### src/rtl/id_exe_pkg.sv
// Shared definitions for the ID/EXE pipeline register: control-bit layout,
// buffer state encoding and the default-width stage bundle.
package id_exe_pkg;

  localparam int CTRLW = 5;
  localparam int WE_B  = 4;
  localparam int BR_B  = 3;
  localparam int MW_B  = 2;
  localparam int MR_B  = 1;
  localparam int M2R_B = 0;

  localparam int DW_DEF  = 16;
  localparam int AW_DEF  = 4;
  localparam int OPW_DEF = 3;

  typedef enum logic [1:0] {
    EMPTY = 2'd0,
    FULL  = 2'd1,
    SKIDF = 2'd2
  } pipe_state_e;

  // Default-width view of everything that travels from ID to EXE.
  typedef struct packed {
    logic [DW_DEF-1:0]  aluin1;
    logic [DW_DEF-1:0]  aluin2;
    logic [DW_DEF-1:0]  rdata2;
    logic [DW_DEF-1:0]  imm;
    logic [AW_DEF-1:0]  waddr;
    logic [CTRLW-1:0]   ctrl;
    logic [OPW_DEF-1:0] aluop;
  } id_exe_bus_t;

  function automatic logic [CTRLW-1:0] ctrl_bubble(input logic valid,
                                                   input logic [CTRLW-1:0] ctrl);
    return valid ? ctrl : '0;
  endfunction

endpackage

### src/rtl/pipe_skid_buf.sv
// Generic valid/ready register slice with flush. SKID=1 adds a second entry so
// in_ready_o is registered; SKID=0 is a single entry with pass-through ready.
module pipe_skid_buf
  import id_exe_pkg::*;
#(
  parameter int W    = 8,
  parameter bit SKID = 1'b1
) (
  input  logic         clk,
  input  logic         rst,
  input  logic         flush_i,
  input  logic         in_valid_i,
  output logic         in_ready_o,
  input  logic [W-1:0] in_data_i,
  output logic         out_valid_o,
  input  logic         out_ready_i,
  output logic [W-1:0] out_data_o,
  output pipe_state_e  state_o
);

  pipe_state_e  state_q, state_d;
  logic [W-1:0] main_q, main_d;
  logic [W-1:0] skid_q, skid_d;
  logic         accept;
  logic         pop;

  assign out_valid_o = (state_q != EMPTY);
  assign out_data_o  = main_q;
  assign state_o     = state_q;

  // Single-entry mode may only refill when the head leaves this same cycle.
  assign in_ready_o = SKID ? (state_q != SKIDF)
                           : ((state_q == EMPTY) || out_ready_i);

  assign accept = in_valid_i && in_ready_o;
  assign pop    = out_valid_o && out_ready_i;

  always_comb begin
    state_d = state_q;
    main_d  = main_q;
    skid_d  = skid_q;
    if (flush_i) begin
      state_d = EMPTY;
    end else begin
      case (state_q)
        EMPTY: begin
          if (accept) begin
            state_d = FULL;
            main_d  = in_data_i;
          end
        end
        FULL: begin
          if (accept && !pop) begin
            state_d = SKIDF;
            skid_d  = in_data_i;
          end else if (accept && pop) begin
            main_d = in_data_i;
          end else if (pop) begin
            state_d = EMPTY;
          end
        end
        SKIDF: begin
          // The older entry sits in main, so the skid entry moves up behind it.
          if (pop) begin
            state_d = FULL;
            main_d  = skid_q;
          end
        end
        default: state_d = EMPTY;
      endcase
    end
  end

  always_ff @(posedge clk) begin
    if (rst) begin
      state_q <= EMPTY;
      main_q  <= '0;
      skid_q  <= '0;
    end else begin
      state_q <= state_d;
      main_q  <= main_d;
      skid_q  <= skid_d;
    end
  end

endmodule

### src/rtl/id_exe_pipe_reg.sv
// ID/EXE pipeline register with valid/ready flow control, flush to bubble and
// a saturating count of cycles where EXE back-pressures a valid head.
module id_exe_pipe_reg
  import id_exe_pkg::*;
#(
  parameter int DW   = 16,
  parameter int AW   = 4,
  parameter int OPW  = 3,
  parameter bit SKID = 1'b1,
  parameter int CW   = 16
) (
  input  logic             clk,
  input  logic             rst,
  input  logic             flush,
  input  logic             in_valid,
  output logic             in_ready,
  input  logic [DW-1:0]    aluin1_in,
  input  logic [DW-1:0]    aluin2_in,
  input  logic [DW-1:0]    rdata2_in,
  input  logic [DW-1:0]    imm_in,
  input  logic [AW-1:0]    waddr_in,
  input  logic [CTRLW-1:0] ctrl_in,
  input  logic [OPW-1:0]   aluop_in,
  output logic             out_valid,
  input  logic             out_ready,
  output logic [DW-1:0]    aluin1_out,
  output logic [DW-1:0]    aluin2_out,
  output logic [DW-1:0]    rdata2_out,
  output logic [DW-1:0]    imm_out,
  output logic [AW-1:0]    waddr_out,
  output logic [CTRLW-1:0] ctrl_out,
  output logic [OPW-1:0]   aluop_out,
  output logic [CW-1:0]    stall_cnt
);

  typedef struct packed {
    logic [DW-1:0]    aluin1;
    logic [DW-1:0]    aluin2;
    logic [DW-1:0]    rdata2;
    logic [DW-1:0]    imm;
    logic [AW-1:0]    waddr;
    logic [CTRLW-1:0] ctrl;
    logic [OPW-1:0]   aluop;
  } bus_t;

  localparam int BW = $bits(bus_t);

  bus_t        in_bus;
  bus_t        out_bus;
  pipe_state_e buf_state;
  logic        head_valid;
  logic        stalled;
  logic [CW-1:0] stall_q, stall_d;

  assign in_bus = '{aluin1: aluin1_in, aluin2: aluin2_in, rdata2: rdata2_in,
                    imm: imm_in, waddr: waddr_in, ctrl: ctrl_in, aluop: aluop_in};

  pipe_skid_buf #(
    .W    (BW),
    .SKID (SKID)
  ) u_buf (
    .clk         (clk),
    .rst         (rst),
    .flush_i     (flush),
    .in_valid_i  (in_valid),
    .in_ready_o  (in_ready),
    .in_data_i   (in_bus),
    .out_valid_o (out_valid),
    .out_ready_i (out_ready),
    .out_data_o  (out_bus),
    .state_o     (buf_state)
  );

  assign head_valid = (buf_state != EMPTY);

  assign aluin1_out = out_bus.aluin1;
  assign aluin2_out = out_bus.aluin2;
  assign rdata2_out = out_bus.rdata2;
  assign imm_out    = out_bus.imm;
  assign waddr_out  = out_bus.waddr;
  // A bubble must never look like a write, branch or memory access downstream.
  assign ctrl_out   = ctrl_bubble(head_valid, out_bus.ctrl);
  assign aluop_out  = head_valid ? out_bus.aluop : '0;

  assign stalled = head_valid && !out_ready;

  always_comb begin
    stall_d = stall_q;
    if (!flush && stalled && (stall_q != {CW{1'b1}})) begin
      stall_d = stall_q + 1'b1;
    end
  end

  always_ff @(posedge clk) begin
    if (rst) begin
      stall_q <= '0;
    end else begin
      stall_q <= stall_d;
    end
  end

  assign stall_cnt = stall_q;

endmodule

### config.mk
export PLATFORM = sky130hd
export DESIGN_NAME = id_exe_pipe_reg
export DESIGN_NICKNAME = d
export VERILOG_FILES = /design/src/rtl/id_exe_pkg.sv /design/src/rtl/pipe_skid_buf.sv /design/src/rtl/id_exe_pipe_reg.sv
export SDC_FILE = /design/constraint.sdc
export NUM_CORES = 1
export LEC_CHECK = 0
export ABC_CLOCK_PERIOD_IN_PS = 2600
export CORE_ASPECT_RATIO = 0.9
export CORE_MARGIN = 1
export CORE_UTILIZATION = 30
export CTS_CLUSTER_SIZE = 12
export DETAILED_ROUTE_END_ITERATION = 16
export PLACE_DENSITY = 0.55
export SYNTH_ARGS = -nofsm -noshare
export SYNTH_HDL_FRONTEND = slang
export SYNTH_SLANG_ARGS = --single-unit
### constraint.sdc
create_clock -name clk -period 2.6 [get_ports clk]
set_input_delay 0.39 -clock clk [delete_from_list [all_inputs] [get_ports clk]]
set_output_delay 0.39 -clock clk [all_outputs]
set_load 0.01 [all_outputs]
==> impl_results.md, run 1 <==
* FMAX at 0.417 GHz
* Starting Density at 30.7%
* Number of global-route vias before repair at 5884
* Syn Std Cell Area at 7750 µm²
* Clock Power Share at 42.6%
* Fin crit period at 2.40 ns
* Worst-path clk slew at 0.06 ns
* Layout cells sized above 1 at 6.09%
* Fillers at 2542
* Slew Limit Fails at 0
* Async SR Flop Fraction at 0%
* Final Hold Viols at 0
* DRC viols at 0
* DP HPWL at 12900 µm
* Htree depth at 4
* Synth cell types at 42
* RSZ-0062 raised after global routing: no
* WL final at 20300 µm
* Cells along the critical path: or2_4 -> buf_4 -> and2_1 -> clkdlybuf4s50_1
* WP buf/inv at 2
* Chip height at 155 µm
* Syn Area/Cell at 8.76 µm²
* DR iter-0 viols at 397
* Worst-skew pair later-pin latency at 0.42 ns
* Syn Inst Count at 885
* First-pass GRT wire length at 32300 µm
* Slowest stage delay, CP at 0.53 ns
* Leakage at 3.72 nW
* Placer Congestion at 0.786
* Status: completed
* Layout Skew at 0.00929 ns
* # clock sinks at 170
* Critical Path AT at 2.01 ns
* Finish-stage setup viols at 0
* Seq/Total Area, Yosys at 43.9%
* Post-Syn Nets at 967
* Crit-path leading delay family: buffers and inverters
* Max-slew headroom at 54.5%
* Int Pwr at 4.61 mW
* Setup CP Type: reg2out
* Non-filler cells in the finished layout at 1296
* Pwr dens at 612 nW/µm²
* Final worst-path cycle share at 92.2%
* Router iterations before antenna repair at 7
* Max clock buf depth at 2
* Initial antenna violation count at 1
* Die Wd at 171 µm
* Slowest CP cell: clkdlybuf4s50_1
* Vias after detailed routing at 6367
* CTS Buf Count at 17
* Post-DR wirelength/cell at 15.7 µm
* Warnings, synthesis at 0
* Ports at 175
* Number of port buffers at 174
* Placed Cells at 1267
* Ys flop type: dfxtp_1
* Root Buffer: clkbuf_16
* Number of synthesized flops with an enable pin at 0
* Worst-Margin Slew at 0.682 ns
* Worst-path fanout max at 9
* Startpoint Class: flip-flop
* Detail-routed via count per cell at 4.91
* TNS Setup at 0 ns
* CP endpoint kind: output port
* Worst vdd ir at 348 µV
* Synthesis-stage register bit count at 170
* Maximum number of pins on one net before global-route repair at 89
* Core area at 25300 µm²
* Final antenna-violating net count at 0
* Die ar. at 26500 µm²
* Reg power frac at 45.5%
* Sw Pwr at 1.44 mW
* Post-CTS setup buffer count at 0
* Hold Path Class: in2reg
* Area Growth Syn to Fin at 27.5%
* Worst path required time at 2.21 ns
* Max_cap viols at 0
* FP Rows at 55
* Fin nets at 1026
* GRT overflow at 0
* CTS tree: built
* All-Layer GR Usage at 15.4%
* Switching Fraction at 23.8%
* Gate power share at 11.9%
-- flip-flops by register name (all words and copies together), names as in the netlist --
signal / cells
stall_cnt: 16
u_buf.out_data_o: 76
u_buf.skid_q: 76
u_buf.state_o: 2
-- power by group through the flow --
stage | clock (mW) | combinational, mW | sequential (mW)
after global placement | 0 | 0.723 | 2.81
after CTS | 2.65 | 0.729 | 2.75
after floorplan | 0 | 0.443 | 2.80
final | 2.58 | 0.721 | 2.75
after detailed placement | 0 | 0.728 | 2.81
after global routing | 2.74 | 0.786 | 2.77
-- metal layers --
metal	vias to the layer above	global-route usage (%)	wire, µm
met5	-	0	0
met4	0	4.76	220
met3	16	4.04	1190
met2	141	23.5	9250
met1	2991	21.0	9620
li1	3219	-	-
-- per-stage QoR --
stage / hold slack, ns / cell area (µm²) / power (mW) / setup WS [ns] / util (%)
2_1_floorplan: 0.436 / 7750 / 3.24 / 0.840 / -
3_3_place_gp: 0.441 / 9310 / 3.54 / 0.333 / 36.8
3_5_place_dp: 0.446 / 9310 / 3.54 / 0.300 / 36.8
4_1_cts: 0.267 / 9880 / 6.14 / 0.0284 / 39.1
5_1_grt: 0.279 / 9890 / 6.29 / 0.0738 / 39.1
6_report: 0.286 / 9890 / 6.05 / 0.204 / 39.2
-- final cells by class --
class,count,area [µm²],share of cell area (%)
inverters,4,17.5,0.177
clock inverters,8,123,1.24
repair buffers,189,1970,19.9
diodes,1,2.50,0.0253
well taps,342,428,4.33
flip-flops and latches,170,3400,34.4
clock buffers,20,457,4.62
multi-input cells,562,3490,35.3
-- what timing repair did --
action | 4_1_cts | 5_1_grt
gates resized for setup | 0 | 1
endpoints found under the setup margin | 0 | 3
hold buffers | 0 | 0
-- cell usage in the layout (no fill, tap or decap), drive strengths merged, types with 3 or more instances in the layout --
master,n
mux2,4
o21ai,3
a21oi,161
clkbuf,20
and2,8
clkinvlp,3
buf,16
nand4,4
a311oi,76
nand2,160
nor4,4
nand3,8
nor2b,6
nor3,6
bufinv,3
o31ai,6
dfxtp,170
mux2i,78
and3,3
clkdlybuf4s50,173
and4,4
or4,5
nor2,8
inv,4
nand2b,4
-- cell usage after synthesis (all sizes together) (5+ instances only) --
library cell	instances	area [µm²]
o31ai	6	45.0
or4	5	37.5
nor2b	6	40.0
nand2	160	601
dfxtp	170	3400
nor2	8	32.5
buf	96	678
a21oi	161	806
and2	8	50.1
mux2i	78	781
nor3	6	30.0
a311oi	76	666
nand3	8	45.0
clkbuf	53	199
-- logic make-up (layout without fill, tap and decap cells) --
| group | after synthesis | after routing | share of synthesized area, % |
|---|---|---|---|
| AOI/OAI and AO/OA | 252 | 252 | 20.4 |
| and+or+nand+nor | 227 | 227 | 13.4 |
| DFF | 170 | 170 | 43.9 |
| buffers and inverters | 153 | 221 | 11.5 |
| muxes | 82 | 82 | 10.6 |
| adders and majority gates | 1 | 1 | 0.161 |
| other | 0 | 1 | 0 |
-- final timing paths --
kind                                       start               end  slack (ns)  cells past startpoint
worst min-delay path                         rst   u_buf.skid_q[7]        0.29                      2
worst min register to register  u_buf.skid_q[15]  u_buf.skid_q[15]        0.45                      2
worst max-delay path            u_buf.state_o[1]      aluop_out[1]        0.20                      4
worst max register to register      stall_cnt[0]      stall_cnt[9]        0.72                      5
No activity file was read; power rests on OpenSTA's default activity.
==> run 2, diff against run 1 <==
Settings changed: CTS_CLUSTER_SIZE 12 to 40.
==> results of run 2 <==
Final layout, timing and power as in run 1 (identical DEF).
